==> src/rtl/galaga_pkg.sv <==
// Shared sprite geometry, ROM address widths and colour types for the
// sprite compositor.
package galaga_pkg;

  localparam int SHIP_W   = 40;
  localparam int SHIP_H   = 40;
  localparam int ENEMY_W  = 30;
  localparam int ENEMY_H  = 30;
  localparam int LASER_W  = 14;
  localparam int LASER_H  = 70;

  localparam int SHIP_AW  = 11;
  localparam int ENEMY_AW = 10;
  localparam int LASER_AW = 10;

  typedef logic [23:0] rgb_t;

  localparam rgb_t KEY_COLOR   = 24'h000000;
  localparam rgb_t FLASH_COLOR = 24'hFFFFFF;

  localparam logic [4:0] FLASH_LOAD = 5'd16;

  function automatic logic is_opaque(input rgb_t c);
    return c != KEY_COLOR;
  endfunction

endpackage

==> src/rtl/sprite_hit.sv <==
// Rectangle hit test and linear ROM address for one sprite at the current
// pixel; purely combinational.
module sprite_hit #(
  parameter int W  = 1,
  parameter int H  = 1,
  parameter int AW = 1
) (
  input  logic [9:0]    i_draw_x,
  input  logic [9:0]    i_draw_y,
  input  logic [9:0]    i_pos_x,
  input  logic [9:0]    i_pos_y,
  input  logic          i_enable,
  output logic          o_hit,
  output logic [AW-1:0] o_addr
);

  logic [10:0]   w_dx, w_dy, w_px, w_py, w_x_end, w_y_end;
  logic [AW-1:0] w_row, w_col;

  // The extra bit keeps X+W-1 from wrapping for sprites near the right edge.
  assign w_dx    = {1'b0, i_draw_x};
  assign w_dy    = {1'b0, i_draw_y};
  assign w_px    = {1'b0, i_pos_x};
  assign w_py    = {1'b0, i_pos_y};
  assign w_x_end = w_px + 11'(W - 1);
  assign w_y_end = w_py + 11'(H - 1);

  assign o_hit = i_enable
              && (w_dx >= w_px) && (w_dx <= w_x_end)
              && (w_dy >= w_py) && (w_dy <= w_y_end);

  assign w_col  = AW'(i_draw_x - i_pos_x);
  assign w_row  = AW'(i_draw_y - i_pos_y);
  assign o_addr = o_hit ? AW'(w_row * AW'(W) + w_col) : '0;

endmodule

==> src/rtl/sprite_compositor.sv <==
// Two-stage sprite compositor: laser > ship > enemy > black background.
// Optional enemy hit-flash is enabled by defining HIT_FLASH_EN.
module sprite_compositor
  import galaga_pkg::*;
(
  input  logic                Clk,
  input  logic                Reset_n,
  input  logic [9:0]          DrawX,
  input  logic [9:0]          DrawY,
  input  logic                blank_n_in,
  input  logic                hs_in,
  input  logic                vs_in,
  input  logic [9:0]          ShipX,
  input  logic [9:0]          ShipY,
  input  logic [9:0]          EnemyX,
  input  logic [9:0]          EnemyY,
  input  logic [9:0]          LaserX,
  input  logic [9:0]          LaserY,
  input  logic                EnemyAlive,
  input  logic                LaserActive,
  output logic [SHIP_AW-1:0]  ship_addr,
  output logic [ENEMY_AW-1:0] enemy_addr,
  output logic [LASER_AW-1:0] laser_addr,
  input  rgb_t                ship_data,
  input  rgb_t                enemy_data,
  input  rgb_t                laser_data,
  input  logic                EnemyHit,
  output logic [7:0]          Red,
  output logic [7:0]          Green,
  output logic [7:0]          Blue,
  output logic                blank_n_out,
  output logic                hs_out,
  output logic                vs_out
);

  logic w_ship_hit, w_enemy_hit, w_laser_hit;
  logic r_ship_hit, r_enemy_hit, r_laser_hit;
  logic r_blank1, r_hs1, r_vs1;
  logic r_blank2, r_hs2, r_vs2;
  logic w_flash;
  rgb_t w_enemy_px, w_rgb, r_rgb;

  sprite_hit #(.W(SHIP_W), .H(SHIP_H), .AW(SHIP_AW)) u_ship (
    .i_draw_x(DrawX), .i_draw_y(DrawY), .i_pos_x(ShipX), .i_pos_y(ShipY),
    .i_enable(1'b1), .o_hit(w_ship_hit), .o_addr(ship_addr)
  );

  sprite_hit #(.W(ENEMY_W), .H(ENEMY_H), .AW(ENEMY_AW)) u_enemy (
    .i_draw_x(DrawX), .i_draw_y(DrawY), .i_pos_x(EnemyX), .i_pos_y(EnemyY),
    .i_enable(EnemyAlive), .o_hit(w_enemy_hit), .o_addr(enemy_addr)
  );

  sprite_hit #(.W(LASER_W), .H(LASER_H), .AW(LASER_AW)) u_laser (
    .i_draw_x(DrawX), .i_draw_y(DrawY), .i_pos_x(LaserX), .i_pos_y(LaserY),
    .i_enable(LaserActive), .o_hit(w_laser_hit), .o_addr(laser_addr)
  );

  // Stage 1: hit flags and timing line up with ROM data returned this cycle.
  // NOTE: sequential state uses <= so every register samples pre-edge values.
  always_ff @(posedge Clk or negedge Reset_n) begin
    if (!Reset_n) begin
      r_ship_hit  <= 1'b0;
      r_enemy_hit <= 1'b0;
      r_laser_hit <= 1'b0;
      r_blank1    <= 1'b0;
      r_hs1       <= 1'b1;
      r_vs1       <= 1'b1;
    end else begin
      r_ship_hit  <= w_ship_hit;
      r_enemy_hit <= w_enemy_hit;
      r_laser_hit <= w_laser_hit;
      r_blank1    <= blank_n_in;
      r_hs1       <= hs_in;
      r_vs1       <= vs_in;
    end
  end

`ifdef HIT_FLASH_EN
  logic [4:0] r_flash_cnt;
  logic       w_vs_fall;

  assign w_vs_fall = r_vs1 & ~vs_in;

  // A new hit always restarts the flash, even on a frame boundary.
  always_ff @(posedge Clk or negedge Reset_n) begin
    if (!Reset_n)                             r_flash_cnt <= '0;
    else if (EnemyHit)                        r_flash_cnt <= FLASH_LOAD;
    else if (w_vs_fall && r_flash_cnt != '0)  r_flash_cnt <= r_flash_cnt - 5'd1;
  end

  assign w_flash = (r_flash_cnt != '0) && r_flash_cnt[1];
`else
  logic w_unused_hit;
  assign w_unused_hit = EnemyHit;
  assign w_flash      = 1'b0;
`endif

  assign w_enemy_px = (w_flash && is_opaque(enemy_data)) ? FLASH_COLOR : enemy_data;

  // NOTE: the default assignment first guarantees no latch on w_rgb.
  always_comb begin
    w_rgb = KEY_COLOR;
    if (r_blank1) begin
      if (r_laser_hit && is_opaque(laser_data))      w_rgb = laser_data;
      else if (r_ship_hit && is_opaque(ship_data))   w_rgb = ship_data;
      else if (r_enemy_hit && is_opaque(enemy_data)) w_rgb = w_enemy_px;
    end
  end

  always_ff @(posedge Clk or negedge Reset_n) begin
    if (!Reset_n) begin
      r_rgb    <= KEY_COLOR;
      r_blank2 <= 1'b0;
      r_hs2    <= 1'b1;
      r_vs2    <= 1'b1;
    end else begin
      r_rgb    <= w_rgb;
      r_blank2 <= r_blank1;
      r_hs2    <= r_hs1;
      r_vs2    <= r_vs1;
    end
  end

  assign Red         = r_rgb[23:16];
  assign Green       = r_rgb[15:8];
  assign Blue        = r_rgb[7:0];
  assign blank_n_out = r_blank2;
  assign hs_out      = r_hs2;
  assign vs_out      = r_vs2;

endmodule

==> config.mk <==
export PLATFORM = sky130hd
export DESIGN_NAME = sprite_compositor
export DESIGN_NICKNAME = d
export VERILOG_FILES = /design/src/rtl/galaga_pkg.sv /design/src/rtl/sprite_hit.sv /design/src/rtl/sprite_compositor.sv
export SDC_FILE = /design/constraint.sdc
export NUM_CORES = 1
export LEC_CHECK = 0
export CAP_MARGIN = 20
export CORE_MARGIN = 2
export CORE_UTILIZATION = 30
export CTS_CLUSTER_SIZE = 24
export DETAILED_ROUTE_END_ITERATION = 16
export SLEW_MARGIN = 40
export SYNTH_ARGS = -nofsm -noshare
export SYNTH_HDL_FRONTEND = slang
export SYNTH_SLANG_ARGS = --single-unit
export TNS_END_PERCENT = 30
==> constraint.sdc <==
create_clock -name Clk -period 8.9 [get_ports Clk]
set_clock_uncertainty 0.2 [all_clocks]
set_input_delay 1.335 -clock Clk [delete_from_list [all_inputs] [get_ports Clk]]
set_output_delay 1.335 -clock Clk [all_outputs]
set_load 0.01 [all_outputs]
Yosys cells after proc, flatten, opt, wreduce, memory -nomap -nowiden
Cells that the tools add are included.
- $add $sub $neg: 15
- multipliers: 3
- div/mod/pow operators: 0
- order comparisons: 12
- equal/unequal tests: 0
- shift operators: 0
- multiplexer cells: 7
- bitwise operators: 0
- reductions and logical operators: 17
- operator list (cell ; number):
    24-bit two-way mux ; 4
    24-bit nonzero test ; 3
    10-bit by 11-bit less-or-equal comparator with 1-bit output ; 6
    10-bit greater-or-equal comparator ; 6
    10-bit subtractor ; 4
    10-bit by 5-bit adder with 11-bit output, second input constant ; 2
    10-bit by 6-bit adder with 11-bit output, second input constant ; 2
    10-bit by 10-bit subtractor with 11-bit output ; 2
    10-bit adder ; 2
    10-bit two-way mux ; 2
    1-bit logical AND ; 14
    10-bit by 4-bit adder with 11-bit output, second input constant ; 1
    10-bit by 7-bit adder with 11-bit output, second input constant ; 1
    11-bit adder ; 1
    11-bit by 3-bit multiplier with 8-bit output, second input constant ; 1
    11-bit two-way mux ; 1
    10-bit by 3-bit multiplier with 9-bit output, second input constant ; 1
    10-bit by 4-bit multiplier with 9-bit output, second input constant ; 1
- register bits: 33
- bits in latches: 0
- bits in writable memories: 0
- ROM bits: 0
- bits of input ports: 160
- output and inout port bits: 58
- word-level logic and storage cells: 64
- memories kept: 0

Longest topological paths before layout
- depth after elaboration: 6
- depth in mapped cells: 25
- gate-level depth less buffers: 25

Modules after synthesis
A second synthesis with hierarchy kept.
- cells, all modules: 1127
- area, all modules: 9357.7 um^2
- by module, submodules not included (module ; instances ; cells each ; area an instance (um^2) ; seq. area each (um^2)):
    sprite_hit at u_enemy ; 1 ; 308 ; 2549.9 ; 0.0
    sprite_hit at u_laser ; 1 ; 290 ; 2346.0 ; 0.0
    sprite_compositor ; 1 ; 244 ; 2247.2 ; 830.8
    sprite_hit at u_ship ; 1 ; 285 ; 2214.6 ; 0.0

Worst setup path before layout
OpenSTA, ideal clock, no wires.
- kind: input port to output port
- start point: in DrawY[0]
- end point: out enemy_addr[9]
- arrival time: 6437 ps
- data required time: 7365 ps
- slack: 928 ps
- stages on the path: 21
- buffers on the path: 0
- cells stage by stage: inv_1 ha_1 inv_1 fa_1 a211oi_2 nor2_2 xnor2_1 xnor2_1 xnor2_1 fa_1 inv_1 ha_1 o21ai_0 a2bb2oi_1 fa_1 ha_1 or4_1 a21oi_1 xnor3_1 xnor2_1 nor2b_1
- cells in the longest elaborated chain, start to end: 4
- elaborated cells on any way between the ends: 8
- classes of those cells: 2 x add/sub; 1 x mul; 2 x order compare; 1 x mux; 2 x reduce/logical
- ends and longest elaborated chain (item ; RTL line ; RTL):
    start, declared ; sprite_compositor.sv:9 ; input logic [9:0] DrawY,
    10-bit subtractor / 10-bit greater-or-equal comparator (equally long branches) ; sprite_hit.sv:33, sprite_hit.sv:30 ;
    10-bit by 4-bit multiplier with 9-bit output / 1-bit logical AND (equally long branches) ; sprite_hit.sv:34, sprite_hit.sv:30 ;
    10-bit adder / 1-bit logical AND (equally long branches) ; sprite_hit.sv:34, sprite_hit.sv:30 ;
    10-bit two-way mux (*) ; sprite_hit.sv:34 ; assign o_addr = o_hit ? AW'(w_row * AW'(W) + w_col) : '0;
    end, declared ; sprite_compositor.sv:22 ; output logic [ENEMY_AW-1:0] enemy_addr,
Mark *: on every way between the ends. The rest lies on a longest branch, timed or not.

Worst setup path in the final report
- start point: in DrawY[0]
- end point: out laser_addr[9]
- cells in the longest elaborated chain, start to end: 4
- elaborated cells on any way between the ends: 8
- classes of those cells: 2 x add/sub; 1 x mul; 2 x order compare; 1 x mux; 2 x reduce/logical
- ends and longest elaborated chain (item ; RTL line ; RTL):
    10-bit subtractor / 10-bit greater-or-equal comparator (equally long branches) ; sprite_hit.sv:33, sprite_hit.sv:30 ;
    10-bit by 3-bit multiplier with 9-bit output / 1-bit logical AND (equally long branches) ; sprite_hit.sv:34, sprite_hit.sv:30 ;
    10-bit adder / 1-bit logical AND (equally long branches) ; sprite_hit.sv:34, sprite_hit.sv:30 ;
    10-bit two-way mux (*) ; sprite_hit.sv:34 ;
    end, declared ; sprite_compositor.sv:23 ; output logic [LASER_AW-1:0] laser_addr,
Marked as above.

==> metrics.cfg <==
[run_status]
status=finished, final reports clean

[setup_path]
critPathSlowestCell=clkdlybuf4s50_1
r2r_start=r_ship_hit
worstPathMaxFanout=6
reg2reg_slack_ns=6.65
path_common_cell=xnor2_1
worst-endpoint-required_ns=7.36
crit_buf_inv=8
cp_slowest_stage_delay_ns=0.57
r2r_cells=6
cp.arrival_ns=6.99
startpoint_type=input port
cp_top_family=adder cells
r2r_end=r_rgb[6]
critPathCaptureType=output port
path_class=in2out

[logic_synthesis]
ys_ff_latch=33
synth_cells=1005
synth_edf_count=0
yosysTopAreaCell=ha_1
synth_top_area_share_pct=26.4
yosys_most_used_dff=dfrtp_1
yosysWarnings=0
netlist_area_mm2=0.00849
yosysSeqAreaShare_pct=9.78
syn_avg_cell_area_um2=8.45
ys_types=62
syn_nets=1388
synth_area_leaders=ha_1 (26%), fa_1 (10%), xnor2_1 (9.7%), dfrtp_1 (8.5%), inv_1 (6.1%)
async_reset_ff_share_pct=100

[cts]
clk_pin_slew_worst_paths_ns=0.05
cts_tree=done
cts_inserted_buffers=5
clockRootBuffer=clkbuf_16
cts_buffer_depth=2
cts_hold_buf=0
cts_max_level=2
clock_latency_ns=0.27
post-cts-setup-buffer-count=0
clock_sinks=33

[sta]
tightest_slew_ns=0.782
finalSetupViolCount=0
fin_setup_tns_ns=0
hold_viol_final=0
max_freq_ghz=0.117
slew_headroom_pct=47.7
rsz0062_at_grt=no
worst_slack_ns=0.372
final_max_slew_viol_count=0
fin_crit_sh_pct=95.8
period_minus_slack_ns=8.53

[route]
drc=0
drt-total-wl_um=25000
vias=8022
ant_nets=0
drt-pass1-iter-count=6
dr.first_iter.drc_count=267
vias_per_cell=4.89
wire_per_inst_um=15.2

[cells_and_area]
fill_cells=2804
area_growth_syn_to_layout_pct=37.0
mostFrequentLayoutCells=clkdlybuf4s50_1 (214), ha_1 (179), inv_1 (137), xnor2_1 (89), nand2_1 (65)
stdcell_area_mm2=0.0116
drive_above_1_share_pct=6.34
final_common_cell=clkdlybuf4s50_1
multi_input_area_mm2=0.00714
fin_nets=1643
ff_latch_area_um2=832

[power]
vdd_drop_max_mv=0.251
powerDensity_mw_per_mm2=238
netSwitchingFraction_pct=42.8
p_seq_share_pct=5.9
p_int_mw=1.59
combPwrFrac_pct=87.9
pwr-share-clk_pct=6.2
p_switching_mw=1.19
leakagePower_nw=5.62

[run]
max-cap-violations=0

[place]
port_buffers=216
dp_hpwl_um=22100
routabilityCongestion=0.851
dpl_cell_area_mm2=0.0114
pre_cts_ws_ns=0.0254

[hold_path]
hold_path.class=reg2reg
min_to=vs_out
hold_path_depth=0
hold_start=r_vs1

[floorplan]
die_h_um=172
num_rows=61
core-area_mm2=0.0279
start_util_pct=30.5
pin_count=218
die_w_um=172
die_area_mm2=0.0297

[global_routing]
grt_first_pass_wirelength_um=39000
grt_overflow=0
first_global_vias=7924
antenna_found_initial=3
grt_start_max_net_pins=37
grt_use_total_pct=16.5

## cell families after synthesis
logic type                 Yosys count  share of synthesized area [%]
xor gates and xnor gates           116                           12.6
buffers and inverters              152                           6.76
DFF                                 33                           9.78
AOI/OAI and AO/OA                  245                           20.1
adders and majority gates          224                           36.9
and+or+nand+nor                    235                           13.8
## synthesized netlist by cell type (12+ instances only)
master,number
a21o_1,27
a21oi_1,53
a22oi_1,24
dfrtp_1,29
fa_1,44
ha_1,179
inv_1,137
nand2_1,65
nand4_1,29
nor2_1,49
nor2b_1,12
nor3_1,24
nor4_1,22
o211a_1,24
o21a_1,13
o21ai_0,37
xnor2_1,94
xor2_1,18
## power by group through the flow
stage | clock, mW | sequential, mW | combinational, mW
after global placement | 0 | 0.166 | 2.37
after floorplan | 0 | 0.167 | 1.79
after global routing | 0.183 | 0.164 | 2.76
final | 0.171 | 0.163 | 2.44
after detailed placement | 0 | 0.166 | 2.41
after CTS | 0.178 | 0.163 | 2.43
## timing repair
action,in CTS,in global routing
pin swaps,0,2
setup endpoints to repair,1,2
resized for setup,1,12
cloned,0,0
## layout make-up
class                      count  share of cell area, %
timing repair buffer         262                   21.6
sequential                    33                   7.15
clock buffer                   8                   1.26
tap                          378                   4.07
antenna                        1                 0.0215
multi-input combinational    820                   61.4
inverter                     138                   4.45
## metal layers
layer | global-route usage (%) | wire [um]
met5 | 0 | 32
met4 | 3.65 | 413
met3 | 2.38 | 1690
met2 | 31.7 | 12200
met1 | 19.4 | 10600
## how the worst max path moves through the flow
stage | start | cells past startpoint | slack (ns) | to
6_report | DrawY[0] | 26 | 0.37 | laser_addr[9]
5_1_grt | DrawY[0] | 25 | 0.001 | laser_addr[9]
4_1_cts | EnemyY[0] | 24 | 0.04 | enemy_addr[9]
3_5_place_dp | EnemyY[0] | 24 | 0.03 | enemy_addr[9]
3_3_place_gp | EnemyY[0] | 22 | 0.0008 | enemy_addr[9]
2_1_floorplan | DrawY[0] | 21 | 0.93 | enemy_addr[9]
## worst reg2reg max path: stages (launching register included)
cell     delay (ns)
dfrtp_1        0.55
o21a_1         0.56
nor2_1         0.11
buf_4          0.24
a22oi_1        0.24
nand2_1        0.10
o211a_1        0.15
## registers in the layout, summed over array words and instances (netlist names)
signal,count
r_enemy_hit,1
hs_out,1
r_rgb,24
r_blank1,1
blank_n_out,1
r_laser_hit,1
r_hs1,1
r_vs1,1
r_ship_hit,1
vs_out,1
## metrics by stage
step                      util, %  cells  total power [mW]  hold slack (ns)
final                        41.8   1640              2.77            0.154
after global routing         41.7   1639              3.10            0.160
after CTS                    41.5   1639              2.77            0.154
after detailed placement     41.0   1631              2.57            0.147
after global placement       41.0   1631              2.54            0.147
after floorplan                 -   1005              1.95            0.145
Note: power is estimated with default switching activity, not from simulation.
